<file path="src/rtl/prefetch_pkg.sv">
// Shared types and constants for the instruction prefetch buffer.
package prefetch_pkg;

   localparam int DataWidth = 32;
   localparam int TagWidth  = DataWidth - 2;

   // Read-channel state: nothing outstanding, useful read outstanding,
   // or a read outstanding whose data must be dropped.
   typedef enum logic [1:0] {
      IDLE    = 2'd0,
      FETCH   = 2'd1,
      DISCARD = 2'd2
   } state_t;

   // One buffered instruction: word address (byte offset stripped) plus data.
   typedef struct packed {
      logic [TagWidth-1:0]  tag;
      logic [DataWidth-1:0] data;
   } entry_t;

   // Byte address of the next sequential instruction word.
   function automatic logic [DataWidth-1:0] next_word(input logic [DataWidth-1:0] addr);
      return addr + 32'd4;
   endfunction

endpackage

</file>
<file path="src/rtl/imem_prefetch_buffer_fetch_fifo.sv">
// Small synchronous FIFO of prefetched instruction entries.
// Flush beats push and pop in the same cycle; head is readable combinationally.
module fetch_fifo
   import prefetch_pkg::*;
#(
   parameter int Depth = 4
) (
   input  logic                     clk_i,
   input  logic                     rst_ni,
   input  logic                     flush_i,
   input  logic                     push_i,
   input  entry_t                   push_entry_i,
   input  logic                     pop_i,
   output entry_t                   head_o,
   output logic                     full_o,
   output logic                     empty_o,
   output logic [$clog2(Depth):0]   count_o
);

   localparam int PtrW = $clog2(Depth);
   localparam int CntW = PtrW + 1;
   localparam logic [CntW-1:0] DepthCnt = CntW'(Depth);
   localparam logic [PtrW-1:0] PtrOne   = PtrW'(1'b1);
   localparam logic [CntW-1:0] CntOne   = CntW'(1'b1);

   entry_t          mem_r [Depth];
   logic [PtrW-1:0] rd_ptr_r;
   logic [PtrW-1:0] wr_ptr_r;
   logic [CntW-1:0] count_r;
   logic            do_push_s;
   logic            do_pop_s;

   assign head_o  = mem_r[rd_ptr_r];
   assign full_o  = (count_r == DepthCnt);
   assign empty_o = (count_r == '0);
   assign count_o = count_r;

   // Qualify pop with non-empty and push with space (a same-cycle pop frees a slot).
   always_comb begin
      do_pop_s  = pop_i && (count_r != '0);
      do_push_s = push_i && ((count_r != DepthCnt) || do_pop_s);
   end

   // Pointer and occupancy bookkeeping.
   always_ff @(posedge clk_i or negedge rst_ni) begin
      if (!rst_ni) begin
         rd_ptr_r <= '0;
         wr_ptr_r <= '0;
         count_r  <= '0;
      end else if (flush_i) begin
         rd_ptr_r <= '0;
         wr_ptr_r <= '0;
         count_r  <= '0;
      end else begin
         if (do_push_s) begin
            wr_ptr_r <= wr_ptr_r + PtrOne;
         end
         if (do_pop_s) begin
            rd_ptr_r <= rd_ptr_r + PtrOne;
         end
         if (do_push_s && !do_pop_s) begin
            count_r <= count_r + CntOne;
         end else if (do_pop_s && !do_push_s) begin
            count_r <= count_r - CntOne;
         end
      end
   end

   // Entry storage; a flush cycle writes nothing.
   always_ff @(posedge clk_i or negedge rst_ni) begin
      if (!rst_ni) begin
         for (int i = 0; i < Depth; i++) begin
            mem_r[i] <= '0;
         end
      end else if (!flush_i && do_push_s) begin
         mem_r[wr_ptr_r] <= push_entry_i;
      end
   end

endmodule

</file>
<file path="src/rtl/imem_prefetch_buffer.sv">
// Sequential instruction prefetch buffer between the core fetch port and memory.
// Reads ahead from consecutive word addresses into a FIFO; a fetch matching the
// FIFO head completes combinationally, any other fetch flushes and redirects.
// DWidth must equal prefetch_pkg::DataWidth since FIFO entries use entry_t.
module imem_prefetch_buffer
   import prefetch_pkg::*;
#(
   parameter int                DWidth    = DataWidth,
   parameter int                Depth     = 4,
   parameter logic [DWidth-1:0] IMemStart = 32'h0000_0000
) (
   input  logic              clk_i,
   input  logic              rst_ni,
   input  logic              core_req_i,
   input  logic [DWidth-1:0] core_addr_i,
   output logic              core_ready_o,
   output logic [DWidth-1:0] core_rdata_o,
   output logic              mem_req_o,
   output logic [DWidth-1:0] mem_addr_o,
   input  logic              mem_ready_i,
   input  logic [DWidth-1:0] mem_rdata_i
);

   localparam int CntW = $clog2(Depth) + 1;
   localparam logic [CntW-1:0] DepthCnt = CntW'(Depth);

   state_t            state_r;
   state_t            state_s;
   logic [DWidth-1:0] fetch_addr_r;
   logic [DWidth-1:0] fetch_addr_s;
   logic              mem_req_s;
   logic [DWidth-1:0] mem_addr_s;
   logic [DWidth-1:0] core_word_s;

   logic              hit_s;
   logic              bypass_s;
   logic              miss_s;
   logic              redirect_s;
   logic              push_s;
   logic              room_s;
   logic [CntW-1:0]   occ_next_s;

   entry_t            push_entry_s;
   entry_t            head_s;
   logic              fifo_full_s;
   logic              fifo_empty_s;
   logic [CntW-1:0]   fifo_count_s;

   fetch_fifo #(
      .Depth (Depth)
   ) u_fifo (
      .clk_i        (clk_i),
      .rst_ni       (rst_ni),
      .flush_i      (miss_s),
      .push_i       (push_s),
      .push_entry_i (push_entry_s),
      .pop_i        (hit_s),
      .head_o       (head_s),
      .full_o       (fifo_full_s),
      .empty_o      (fifo_empty_s),
      .count_o      (fifo_count_s)
   );

   // Classify the core request (hit / bypass / miss) and drive the core response.
   always_comb begin
      core_word_s  = core_addr_i & ~{{(DWidth-2){1'b0}}, 2'b11};
      hit_s        = 1'b0;
      bypass_s     = 1'b0;
      miss_s       = 1'b0;
      if (core_req_i) begin
         if (!fifo_empty_s && (head_s.tag == core_word_s[DWidth-1:2])) begin
            hit_s = 1'b1;
         end else if (fifo_empty_s && (state_r == FETCH) && mem_ready_i &&
                      (mem_addr_o == core_word_s)) begin
            bypass_s = 1'b1;
         end else begin
            miss_s = 1'b1;
         end
      end else begin
         hit_s    = 1'b0;
         bypass_s = 1'b0;
         miss_s   = 1'b0;
      end

      // In IDLE every miss restarts; otherwise only a miss away from the read target does.
      redirect_s = miss_s && ((state_r == IDLE) || (core_word_s != fetch_addr_r));

      // A completing useful read is buffered unless forwarded or flushed away.
      push_s            = (state_r == FETCH) && mem_ready_i && !miss_s && !bypass_s;
      push_entry_s.tag  = fetch_addr_r[DWidth-1:2];
      push_entry_s.data = mem_rdata_i;

      if (miss_s) begin
         occ_next_s = '0;
      end else begin
         occ_next_s = fifo_count_s + CntW'(push_s) - CntW'(hit_s);
      end
      room_s = (occ_next_s < DepthCnt);

      core_ready_o = hit_s | bypass_s;
      if (hit_s) begin
         core_rdata_o = head_s.data;
      end else if (bypass_s) begin
         core_rdata_o = mem_rdata_i;
      end else begin
         core_rdata_o = '0;
      end
   end

   // Read-channel next state; mem_req/mem_addr only move once a read completes.
   always_comb begin
      state_s      = state_r;
      fetch_addr_s = fetch_addr_r;
      mem_req_s    = mem_req_o;
      mem_addr_s   = mem_addr_o;
      case (state_r)
         IDLE: begin
            if (redirect_s) begin
               fetch_addr_s = core_word_s;
               state_s      = FETCH;
               mem_req_s    = 1'b1;
               mem_addr_s   = core_word_s;
            end else if (!fifo_full_s) begin
               state_s    = FETCH;
               mem_req_s  = 1'b1;
               mem_addr_s = fetch_addr_r;
            end else begin
               state_s   = IDLE;
               mem_req_s = 1'b0;
            end
         end
         FETCH: begin
            if (redirect_s) begin
               fetch_addr_s = core_word_s;
               if (mem_ready_i) begin
                  state_s   = IDLE;
                  mem_req_s = 1'b0;
               end else begin
                  state_s = DISCARD;
               end
            end else if (mem_ready_i) begin
               fetch_addr_s = next_word(fetch_addr_r);
               if (room_s) begin
                  state_s    = FETCH;
                  mem_addr_s = next_word(fetch_addr_r);
               end else begin
                  state_s   = IDLE;
                  mem_req_s = 1'b0;
               end
            end else begin
               state_s = FETCH;
            end
         end
         DISCARD: begin
            if (redirect_s) begin
               fetch_addr_s = core_word_s;
               if (mem_ready_i) begin
                  state_s   = IDLE;
                  mem_req_s = 1'b0;
               end else begin
                  state_s = DISCARD;
               end
            end else if (mem_ready_i) begin
               if (room_s) begin
                  state_s    = FETCH;
                  mem_req_s  = 1'b1;
                  mem_addr_s = fetch_addr_r;
               end else begin
                  state_s   = IDLE;
                  mem_req_s = 1'b0;
               end
            end else begin
               state_s = DISCARD;
            end
         end
         default: begin
            state_s   = IDLE;
            mem_req_s = 1'b0;
         end
      endcase
   end

   // Read-channel state and registered memory request.
   always_ff @(posedge clk_i or negedge rst_ni) begin
      if (!rst_ni) begin
         state_r      <= IDLE;
         fetch_addr_r <= IMemStart;
         mem_req_o    <= 1'b0;
         mem_addr_o   <= '0;
      end else begin
         state_r      <= state_s;
         fetch_addr_r <= fetch_addr_s;
         mem_req_o    <= mem_req_s;
         mem_addr_o   <= mem_addr_s;
      end
   end

endmodule
</file>
<file path="config.mk">
export PLATFORM = sky130hd
export DESIGN_NAME = imem_prefetch_buffer
export DESIGN_NICKNAME = d
export VERILOG_FILES = /design/src/rtl/prefetch_pkg.sv /design/src/rtl/imem_prefetch_buffer_fetch_fifo.sv /design/src/rtl/imem_prefetch_buffer.sv
export SDC_FILE = /design/constraint.sdc
export NUM_CORES = 1
export LEC_CHECK = 0
export BUFFER_PORTS_ARGS = -buffer_cell sky130_fd_sc_hd__buf_2
export CORE_MARGIN = 2
export CORE_UTILIZATION = 60
export CTS_CLUSTER_DIAMETER = 60
export CTS_CLUSTER_SIZE = 24
export DETAILED_ROUTE_END_ITERATION = 10
export HOLD_SLACK_MARGIN = 0.1
export PLACE_DENSITY_LB_ADDON = 0.12
export SLEW_MARGIN = 20
export SYNTH_ARGS = -nofsm -noshare
export SYNTH_HDL_FRONTEND = slang
export SYNTH_SLANG_ARGS = --single-unit
export TNS_END_PERCENT = 5
</file>
<file path="constraint.sdc">
create_clock -name clk_i -period 7.1 [get_ports clk_i]
set_input_delay 1.065 -clock clk_i [delete_from_list [all_inputs] [get_ports clk_i]]
set_output_delay 1.065 -clock clk_i [all_outputs]
set_load 0.05 [all_outputs]
</file>
==> impl_metrics.csv <==
group,metric,value,unit
outcome,status,"finished clean",
routing,wire_per_inst,24.0,um
place,dp.final_hpwl,29800,um
grt,grt_pass1_vias,12500,
clocking,cts_sinks,319,
critical_path,crit_family,"simple AND/OR/NAND/NOR gates",
clocking,ctsHoldBuffers,0,
clocking,cts_resized,0,
routing,drc_errors,0,
routing,totalWireLength,45800,um
sta,min_period,6010,ps
routing,dr_total_vias,12600,
critical_path,critPathMostFrequentCell,"ha_1",
sta,whs,490,ps
clocking,htree_num_levels,1,
logic_synthesis,synth_enable_flop_cells,0,
logic_synthesis,synth_fa_ha_area_share,0.887,%
logic_synthesis,synth_compound_area_share,9.62,%
layout,fin_util,66.3,%
clocking,clkLatencyLatePin,580,ps
critical_path,worstSetupStartpointType,"flop",
power,total_leakage_power,8.74,nW
critical_path,critPathMaxFanout,44,
logic_synthesis,synthSimpleGateAreaFrac,7.15,%
sta,setup_tns,0,ps
sta,tightest_slew,1090,ps
routing,viasPerCell,6.58,
critical_path,crit_path_max_incr_delay,970,ps
die,die_h,176,um
power,power,0.00811,W
logic_synthesis,synth_area_per_cell,12.2,um^2
layout,synthToLayoutAreaGrowth,9.57,%
clocking,cts_root_buffer,"clkbuf_16",
die,placementRows,63,
clocking,clkTransAtPathRegs,80,ps
min_path,hold_class,"flop to flop",
sta,timing.clock.skew,31.7,ps
sta,hold_violations,0,
layout,drive_gt1_share,34.1,%
logic_synthesis,synth_cell_types,73,
clocking,tritoncts,"yes",
critical_path,crit_path_end_kind,"flop",
critical_path,crit_required,7560,ps
die,die-width,176,um
logic_synthesis,ys_ff_latch,319,
logic_synthesis,syn_inst,1460,
logic_synthesis,ys_warn_count,0,
critical_path,critPathArrivalTime,6470,ps
critical_path,critical_path_class,"flop to flop",
logic_synthesis,syn_area,17800,um^2
logic_synthesis,ys_async_sr_fraction,100,%
critical_path,crit_cells,15,
critical_path,critPathBufInv,2,
die,ios,134,
clocking,cts_buffer_depth,3,
sta,final_max_slew_viol_count,0,
job,drv_cap,0,
grt,grt_overflow,0,
sta,finalSetupViolCount,0,
routing,postRouteAntennaNets,0,
place,dpl.cell_count,1851,
power,peakVddDrop,242,uV
die,core-area,29400,um^2
power,power.density,417,nW/um^2
critical_path,path_cells,"mux4_2 > xnor2_1 > nand4_1 > nor4_2 > nand4_2 > clkinv_1 > ha_1 > inv_1 > ha_1 > nor2b_1 > and3_1 > nor4b_1 > o221ai_1 > a211o_2 > mux2_4",
logic_synthesis,muxShareOfSynthArea,28.3,%
sta,relSlewSlack,27.4,%
sta,min_period_over_period,84.6,%
clocking,post_cts_buffers,0,
logic_synthesis,ys_seq_area_share,44.9,%
logic_synthesis,syn_nets,1540,
place,gp_congestion,0.961,
die,initial_core_util,60.5,%
sta,fmax,166,MHz
logic_synthesis,synth-main-ff-cell,"dfrtp_1",
routing,firstDrtPassIters,6,
grt,grt_usage,29.8,%
layout,nNetsFinal,1572,
critical_path,cpMaxStageDelayCell,"dfrtp_4",
die,dieArea,31000,um^2
logic_synthesis,synth_xor_area_share,4.53,%
place,numPortBuffers,131,
grt,grt_max_degree,128,
routing,drtIter0Drc,1158,
sta,rsz0062_at_grt,"false",
grt,antenna_found_initial,4,
layout,stdcell_count,1909,
logic_synthesis,synth_top_family_by_area,"multiplexers",
clocking,numCtsBuffers,29,
min_path,whs_path_depth,1,
critical_path,reg2regPathDepth,15,
grt,grt_pass1_wl,71900,um
## sequential cells by signal (all words and copies together) (netlist names)
register         cells
fetch_addr_r        30
mem_addr_o          31
mem_req_o            1
state_r              2
u_fifo.count_o       3
u_fifo.mem_r       248
u_fifo.rd_ptr_r      2
u_fifo.wr_ptr_r      2
## cells in the mapped netlist, drive strengths merged (6+ instances only)
cell type	count	share of area, %
inv	37	0.78
or3	7	0.25
nand4	28	1.0
nor2	41	0.87
a31oi	15	0.56
o22ai	11	0.39
a221o	9	0.51
xor2	53	2.6
nand2	43	0.91
a21oi	22	0.62
mux2	280	18
and3	6	0.21
o311a	9	0.51
buf	54	1.8
a22o	32	1.6
mux2i	47	2.6
o311ai	7	0.34
xnor2	39	1.9
ha	11	0.77
a211oi	26	1.1
clkbuf	97	2.0
nor3	18	0.51
dfrtp	319	45
o21ai	42	1.2
o211ai	7	0.30
nor4	25	0.99
mux4	58	7.3
nand3	38	1.4
a2bb2oi	14	0.69
## area by class of cell
class                   instances  area (um^2)
fillers                      2250         9920
multi-input cells             951         9000
flip-flops and latches        319         7990
repair buffers                152          840
clock buffers                  31          753
well taps                     390          488
clock inverters                23          250
inverters                      39          146
diodes                          4         10.0
## where the power goes
group | leakage, nW | switching [W] | internal (W)
sequential | 4.11 | 0.000676 | 0.00250
clock | 0.481 | 0.000813 | 0.000822
combinational | 4.15 | 0.00175 | 0.00156
total | 8.74 | 0.00324 | 0.00488
## through the flow
stage	area, um^2	worst slack (ps)
final	19500	1090
after detailed placement	18500	1120
after global placement	18500	1210
after floorplan	17800	1950
after global routing	19500	648
after CTS	19500	1080
## final timing paths
kind	start	endpoint	slack (ps)
worst max-delay path	u_fifo.rd_ptr_r[0]	mem_addr_o[9]	1090
worst min-delay path	u_fifo.mem_r[228]	u_fifo.mem_r[228]	490
worst max register to register	u_fifo.rd_ptr_r[0]	mem_addr_o[9]	1090
worst min register to register	u_fifo.mem_r[228]	u_fifo.mem_r[228]	490
max in group asynchronous	rst_ni	u_fifo.mem_r[144]	5320
min in group asynchronous	rst_ni	mem_addr_o[19]	540
## worst reg2reg max path, stage by stage, from the launching register on
cell	delay, ps
dfrtp_4	970
mux4_2	730
xnor2_1	250
nand4_1	320
nor4_2	540
nand4_2	340
clkinv_1	170
ha_1	150
inv_1	40
ha_1	250
nor2b_1	140
and3_1	170
nor4b_1	480
o221ai_1	180
a211o_2	710
mux2_4	460
## kinds of logic (layout without fill, tap and decap cells)
kind of cell / after synthesis / in the layout
AOI/OAI and AO/OA: 230 / 230
xor gates and xnor gates: 92 / 92
adders and majority gates: 12 / 12
buffers and inverters: 190 / 245
DFF: 319 / 319
muxes: 385 / 385
other: 0 / 4
and+or+nand+nor: 232 / 232
## layout by cell type (no fill, tap or decap), types with 7 or more instances in the layout
cell and count:
o21ai_0 40, nor4_1 20, mux2_1 57, clkbuf_16 29
a31oi_1 14, nand3_1 34, nor2_1 40, mux2_2 197
nand2_1 43, o311ai_0 7, mux2i_1 47, o211ai_1 7
inv_6 9, a21oi_1 22, mux4_2 58, inv_1 36
or3_1 7, ha_1 11, nor3_1 18, buf_4 19
xor2_1 53, dfrtp_1 317, xnor2_1 39, o311a_1 9
mux2_4 26, o22ai_1 11, a211oi_1 26, buf_2 130
nand4_1 27, a22o_1 32, a2bb2oi_1 14, a221o_1 9
## metal layers
metal	track usage, %	vias to the layer above	routed length, um
met5	0	-	0
met3	4.33	98	3380
met1	41.5	6380	19300
li1	-	5511	-
met2	48.0	568	21400
met4	10.9	0	1690
(Power assumes the default switching activity.)
